**config.mk**
```make
export PLATFORM = sky130hd
export DESIGN_NAME = bitwise_reduce_unit
export DESIGN_NICKNAME = d
export VERILOG_FILES = /design/src/rtl/logic_reduce_pkg.sv /design/src/rtl/logic_op_slice.sv /design/src/rtl/bitwise_reduce_unit.sv
export SDC_FILE = /design/constraint.sdc
export NUM_CORES = 1
export LEC_CHECK = 0
export CORE_MARGIN = 8
export CORE_UTILIZATION = 44
export DETAILED_ROUTE_END_ITERATION = 10
export PLACE_DENSITY = 0.69
export SLEW_MARGIN = 20
export SYNTH_ARGS = -nofsm -noshare
export SYNTH_HDL_FRONTEND = slang
export SYNTH_SLANG_ARGS = --single-unit
```
**constraint.sdc**
```tcl
create_clock -name clk -period 3.9 [get_ports clk]
set_clock_uncertainty 0.15 [all_clocks]
set_input_delay 0.78 -clock clk [delete_from_list [all_inputs] [get_ports clk]]
set_output_delay 0.78 -clock clk [all_outputs]
set_load 0.02 [all_outputs]
```
**src/rtl/logic_reduce_pkg.sv**
```systemverilog
`default_nettype none
// ============================================================================
// Module  : logic_reduce_pkg
// Brief   : Operation and state encodings shared by the bitwise reduce unit.
// Revision: 1.0 - initial release
// ============================================================================
package logic_reduce_pkg;

    localparam int c_op_w    = 2;
    localparam int c_state_w = 2;

    typedef enum logic [c_op_w-1:0] {
        OP_AND  = 2'd0,
        OP_OR   = 2'd1,
        OP_XOR  = 2'd2,
        OP_NAND = 2'd3
    } op_e;

    typedef enum logic [c_state_w-1:0] {
        S_IDLE  = 2'd0,
        S_ACCUM = 2'd1,
        S_HOLD  = 2'd2
    } state_e;

endpackage
`default_nettype wire

```
**src/rtl/logic_op_slice.sv**
```systemverilog
`default_nettype none
// ============================================================================
// Module  : logic_op_slice
// Brief   : Combinational WIDTH-bit a OP b; NAND folds as AND (inverted later).
// Revision: 1.0 - initial release
// ============================================================================
module logic_op_slice
    import logic_reduce_pkg::*;
#(
    parameter int WIDTH = 8
) (
    input  logic [WIDTH-1:0] i_a,
    input  logic [WIDTH-1:0] i_b,
    input  op_e              i_op,
    output logic [WIDTH-1:0] o_y
);

    always_comb begin
        o_y = i_a & i_b;
        case (i_op)
            OP_OR:   o_y = i_a | i_b;
            OP_XOR:  o_y = i_a ^ i_b;
            default: o_y = i_a & i_b;
        endcase
    end

endmodule
`default_nettype wire

```
**src/rtl/bitwise_reduce_unit.sv**
```systemverilog
`default_nettype none
// ============================================================================
// Module  : bitwise_reduce_unit
// Brief   : Streams a packet of words through AND/OR/XOR/NAND and emits one
//           result word plus saturating beat count per packet.
//           Optional out_parity port enabled by LOGIC_REDUCE_PARITY_EN.
// Revision: 1.0 - initial release
// ============================================================================
module bitwise_reduce_unit
    import logic_reduce_pkg::*;
#(
    parameter int WIDTH = 8,
    parameter int CNT_W = 8
) (
    input  logic             clk,
    input  logic             rst,
    input  logic [1:0]       op,
    input  logic             in_valid,
    output logic             in_ready,
    input  logic [WIDTH-1:0] in_data,
    input  logic             in_last,
    output logic             out_valid,
    input  logic             out_ready,
    output logic [WIDTH-1:0] out_data,
    output logic [CNT_W-1:0] out_count
`ifdef LOGIC_REDUCE_PARITY_EN
    ,
    output logic             out_parity
`endif
);

    localparam logic [CNT_W-1:0] c_cnt_max = {CNT_W{1'b1}};
    localparam logic [CNT_W-1:0] c_cnt_one = CNT_W'(1);

    state_e           r_state;
    op_e              r_op_q;
    logic [WIDTH-1:0] r_acc;
    logic [CNT_W-1:0] r_cnt;
    logic             r_out_valid;
    logic [WIDTH-1:0] r_out_data;
    logic [CNT_W-1:0] r_out_count;

    logic             w_accept;
    logic             w_first;
    op_e              w_op_eff;
    logic [WIDTH-1:0] w_fold;
    logic [WIDTH-1:0] w_acc_next;
    logic [CNT_W-1:0] w_cnt_next;
    logic [WIDTH-1:0] w_result;

    assign in_ready = !rst && (r_state != S_HOLD);
    assign w_accept = in_valid && in_ready;
    assign w_first  = (r_state == S_IDLE);
    // The first beat of a packet uses the live op; later beats use the latched one.
    assign w_op_eff = w_first ? op_e'(op) : r_op_q;

    logic_op_slice #(
        .WIDTH (WIDTH)
    ) u_slice (
        .i_a  (r_acc),
        .i_b  (in_data),
        .i_op (r_op_q),
        .o_y  (w_fold)
    );

    assign w_acc_next = w_first ? in_data : w_fold;
    assign w_cnt_next = w_first ? c_cnt_one :
                        (r_cnt == c_cnt_max) ? r_cnt : r_cnt + c_cnt_one;
    assign w_result   = (w_op_eff == OP_NAND) ? ~w_acc_next : w_acc_next;

    always_ff @(posedge clk or posedge rst) begin
        if (rst) begin
            r_state     <= S_IDLE;
            r_op_q      <= OP_AND;
            r_acc       <= '0;
            r_cnt       <= '0;
            r_out_valid <= 1'b0;
            r_out_data  <= '0;
            r_out_count <= '0;
`ifdef LOGIC_REDUCE_PARITY_EN
            out_parity  <= 1'b0;
`endif
        end else begin
            case (r_state)
                S_IDLE, S_ACCUM: begin
                    if (w_accept) begin
                        r_acc <= w_acc_next;
                        r_cnt <= w_cnt_next;
                        if (w_first) begin
                            r_op_q <= op_e'(op);
                        end
                        if (in_last) begin
                            r_state     <= S_HOLD;
                            r_out_valid <= 1'b1;
                            r_out_data  <= w_result;
                            r_out_count <= w_cnt_next;
`ifdef LOGIC_REDUCE_PARITY_EN
                            out_parity  <= ^w_result;
`endif
                        end else begin
                            r_state <= S_ACCUM;
                        end
                    end
                end
                S_HOLD: begin
                    if (out_ready) begin
                        r_state     <= S_IDLE;
                        r_out_valid <= 1'b0;
                    end
                end
                default: begin
                    r_state     <= S_IDLE;
                    r_out_valid <= 1'b0;
                end
            endcase
        end
    end

    assign out_valid = r_out_valid;
    assign out_data  = r_out_data;
    assign out_count = r_out_count;

endmodule
`default_nettype wire

```
=== Word-level counts from Yosys, hierarchy flattened ===
Cells that the tools add are included.

* Input bits: 15
* Word-level logic and storage cells: 45
* Bits in registers: 37
* Output and inout bits: 18

* Equal/unequal tests: 10
* Add/sub/neg operators: 1
* Reductions and logical operators: 9
* Bitwise logic cells: 4
* Mux-type cells: 14

{| class="wikitable"
|+ Operator list
! cell !! count
|-
| two-way mux 8 bit || 4
|-
| one-hot mux 8 bit (2 select lines) || 1
|-
| adder 8 x 1 -> 8 bit (second input constant) || 1
|-
| AND 8 bit || 1
|-
| equality test 8 bit (second input constant) || 1
|-
| two-way mux 2 bit || 4
|-
| != test 2 bit (second input constant) || 4
|-
| NOT 8 bit || 1
|-
| bitwise OR 8 bit || 1
|-
| XOR 8 bit || 1
|-
| equality test 2 bit (second input constant) || 3
|-
| AND reduction 3 bit || 2
|-
| equality test 2 x 1 -> 1 bit (second input constant) || 2
|-
| one-hot mux 2 bit (2 select lines) || 1
|-
| AND reduction 2 bit || 2
|-
| two-way mux 1 bit || 3
|-
| logical AND 1 bit || 2
|-
| zero test 2 bit || 1
|-
| one-hot mux 1 bit (2 select lines) || 1
|-
| OR reduction 2 bit || 1
|-
| zero test 1 bit || 1
|}

=== Longest topological paths before layout ===
* Depth in word-level cells: 5
* Gate-level depth with buffers: 7
* Gate-level depth less buffers: 6

=== Cells and area by module ===
Synthesis repeated with hierarchy kept, for this count alone.

* Cell total of the unflattened synthesis: 249
* Area total of the unflattened synthesis: 2252.2 um^2

{| class="wikitable"
|+ By module, submodules not included
! module !! area an instance (um^2) !! cells an instance !! sequential area each (um^2) !! times used
|-
| bitwise_reduce_unit || 1770.4 || 179 || 925.9 || 1
|-
| logic_op_slice || 481.7 || 70 || 0.0 || 1
|}

=== Least setup slack after synthesis ===
Ideal clock, no wire load.

* Path kind: input -> output
* From: input port rst
* To: output port in_ready
* Cell stages on the path: 2
* Arrival time: 1.920 ns
* Data required time: 2.970 ns
* Buffers on the path: 0
* Path slack: 1.050 ns
* Cells stage by stage: inv_1 and2_1

* Word-level cells in the longest chain between the ends: 2

{| class="wikitable"
|+ RTL lines
! element !! line !! text
|-
| from (decl) || bitwise_reduce_unit.sv:16 || <nowiki>input logic rst,</nowiki>
|-
| zero test 1 bit (no source line) || n/a ||
|-
| logical AND 1 bit || bitwise_reduce_unit.sv:51 || <nowiki>assign in_ready = !rst && (r_state != S_HOLD);</nowiki>
|-
| to (decl) || bitwise_reduce_unit.sv:19 || <nowiki>output logic in_ready,</nowiki>
|}

Every way passes these cells.

=== Worst setup path after layout ===
Same ends and word-level chain as after synthesis.

==> parameters.txt <==
Parameter                              Value

Synth
  Combined area of all synthesized cells    0.00233 mm²
  Post-Syn Area per Cell    9.48 µm²
  Yosys Warn Count    0
  Number of enable-type register cells in the synthesized netlist    0
  Number of distinct library cell variants in the gate-level netlist after synthesis    45
  Register bit count reported by yosys    37
  Number of nets in the synthesized netlist    280
  Cell count after synthesis    ~250
  Sequential share of the synthesized area    between 30% and 40%
  Post-synth ARST share    100%
  Top flip-flop cell by instance count after synthesis    dfrtp_1

Floorplanning
  Die outline height    a little under 90 µm
  Core Rows    26
  Placeable core area    0.00511 mm²
  Die boundary width    around 90 µm
  Initial cell density of the core    45.7%
  Die outline area    ~0.0079 mm²
  Top-Level Pins    33

Power and ir drop
  Switching power    ~0.0006 W
  P per Cell Area    554 mW/mm²
  VDD IR max    0.263 mV
  Clock share of power    between 10% and 20%
  Flop pwr share    between 30% and 40%
  Switching share of power    between 30% and 40%
  Leakage component of the power    between 1 and 1.5 nW
  Combinational group share of total power    44.0%
  Internal power component    between 0.0009 and 0.001 W

Timing
  Highest attainable clock frequency    approximately 0.33 GHz
  Final min period    approximately 3 ns
  Relative max-transition margin    approximately a third
  Final count of negative-setup-slack endpoints    0
  Unrepaired setup endpoints after global routing    no
  Final setup TNS    0 ns
  Worst hold slack    between 0.3 and 0.4 ns
  Final cycle utilization of the critical path    roughly 77%
  Final Hold Vio Count    0
  Final max-slew violation count    0
  Pin slew with the least headroom to its limit    about 0.99 ns

Place
  Number of port buffers    32
  Placer's final routability congestion estimate    between 0.7 and 0.8
  Post-detail-place hpwl    approximately 3800 µm

Worst setup path
  CP max stage cell    clkdlybuf4s50_1
  Worst r2r src    r_state[1]
  Kind of start point of the critical path    primary input
  Critical path capture point type    primary output
  Startpoint-to-endpoint class of the critical path    in -> out
  R2R setup slack    approximately 1.6 ns
  Delay of the slowest cell on the worst path    approximately 0.60 ns
  Peak fanout along the critical path    5
  Critical path, cell by cell    clkdlybuf4s50_1, inv_1, and2_1, clkdlybuf4s50_1
  Top cell by count, worst path    clkdlybuf4s50_1
  Critical path arrival    2.07 ns
  Worst setup startpoint    rst
  Crit path required time    a little under 3 ns

Global routing
  Vias in the first global route    approximately 1.9k
  Maximum number of pins on one net before global-route repair    38
  Gr ovfl total    0
  First-pass GRT wire length    roughly 8900 µm
  Initial antenna violation count    0
  Total routing usage reported by global routing    14.4%

Detailed routing
  Post-route DRC    0
  Antenna-violating nets left    0
  Average wire per cell in the routed design    between 15 and 20 µm
  Vias per cell    ~5.6
  Initial detailed-routing violation count    slightly above 80
  Vias    1913
  Wire length after detailed routing    about 5300 µm
  Total iterations of the first detailed-routing run    4

Status
  Status    finished, final reports clean

Final layout
  Share of post-route cells with drive strength above 1    5.93%
  NumNets Final    roughly 300
  Most frequent cells in the layout    dfrtp_1 (37), clkdlybuf4s50_1 (32), inv_1 (28)
  Ant. Diodes    0
  Area added between synthesis and finish    17.5%
  Most common cell after layout, fill and taps aside    dfrtp_1

CTS
  Clock-pin slew reported for the worst setup and hold paths after clock tree synthesis    around 0.070 ns
  Post-CTS Setup Inserts    0
  Root buf cell    clkbuf_8
  H-tree levels    2
  Clock Sink Count    37
  Worst-case clock buffer depth    2
  Number of buffers created by CTS    5
  Post-CTS Hold Buffers    0
  CTS tree    done
  Resize count post-CTS    0
  Clock latency at the later pin of the worst-skew pair    0.28 ns

Worst hold path
  HP Class    reg -> reg
  Startpoint of the worst hold path    out_count[4]

Run
  Max-cap check violation count    0
## cells by family after synthesis
logic type | after synthesis | synth area share [%]
xor gates and xnor gates | 2 | 0.751
DFF | 37 | 39.7
muxes | 3 | 1.29
and+or+nand+nor | 60 | 14.2
buffers and inverters | 45 | 8.64
AOI/OAI and AO/OA | 80 | 25.2
adders and majority gates | 19 | 10.2
## layout make-up
cell class,count,area (µm²)
fill,495,2370
multi-input combinational,164,1200
sequential,37,926
timing repair buffer,35,343
inverter,28,105
tap,70,87.6
clock buffer,5,68.8
clock inverter,1,5.00
## registers in the layout, indices dropped and copies added, names as in the netlist
register / count
out_valid: 1
r_state: 2
out_count: 8
r_op_q: 2
r_cnt: 8
out_data: 8
r_acc: 8
## power groups by stage
stage / Combinational (W) / Clock (W) / Sequential (W)
global placement: 0.000665 / 0 / 0.000604
detailed placement: 0.000678 / 0 / 0.000606
global route: 0.000744 / 0.000275 / 0.000620
CTS: 0.000681 / 0.000254 / 0.000600
floorplan: 0.000391 / 0 / 0.000647
finish: 0.000668 / 0.000248 / 0.000601
## worst max-delay path: cells and delay by family
kind	cells	cell delay (ns)
AND/OR/NAND/NOR	1	0.12
buffers and inverters	3	1.17
## per-stage QoR
step | setup WS [ns] | instances | total power, W | util (%) | cell area (µm²)
2_1_floorplan | 1.05 | 246 | 0.00104 | - | 2330
3_5_place_dp | 0.860 | 334 | 0.00128 | 52.2 | 2670
4_1_cts | 0.884 | 340 | 0.00154 | 53.7 | 2740
5_1_grt | 0.834 | 340 | 0.00164 | 53.7 | 2740
3_3_place_gp | 0.909 | 334 | 0.00127 | 52.2 | 2670
6_report | 0.903 | 340 | 0.00152 | 53.7 | 2740
## cells in the mapped netlist (all sizes together), types with 2 or more instances
cell | n | area, µm²
dfrtp | 37 | 926
inv | 28 | 105
nand2 | 27 | 101
o21ai | 24 | 120
ha | 19 | 238
a221o | 14 | 140
a21oi | 13 | 65.1
buf | 13 | 81.3
o211ai | 9 | 72.6
nand3b | 7 | 56.3
o2111a | 7 | 78.8
nor2 | 5 | 18.8
clkbuf | 4 | 15.0
nand3 | 4 | 20.0
and3 | 3 | 18.8
mux2i | 3 | 30.0
a31o | 2 | 17.5
and2 | 2 | 12.5
nand2b | 2 | 12.5
nand4bb | 2 | 22.5
o31ai | 2 | 15.0
## path summary, 6_finish.rpt
| path | endpoint | depth (start not counted) |
|---|---|---|
| worst max-delay path | in_ready | 4 |
| worst min-delay path | out_count[4] | 2 |
| worst max register to register | out_data[6] | 4 |
| worst min register to register | out_count[4] | 2 |
| max in group asynchronous | r_acc[6] | 3 |
| min in group asynchronous | r_acc[2] | 3 |
## metal layers
layer  vias to the layer above  global-route usage (%)  part of all wire, %
met4                         0                    3.69                 0.70
met1                       936                    17.4                   47
met3                         5                    4.09                  4.8
li1                        942                       -                    -
met5                         -                       0                    0
met2                        30                    24.1                   48
(Power assumes the default switching activity.)
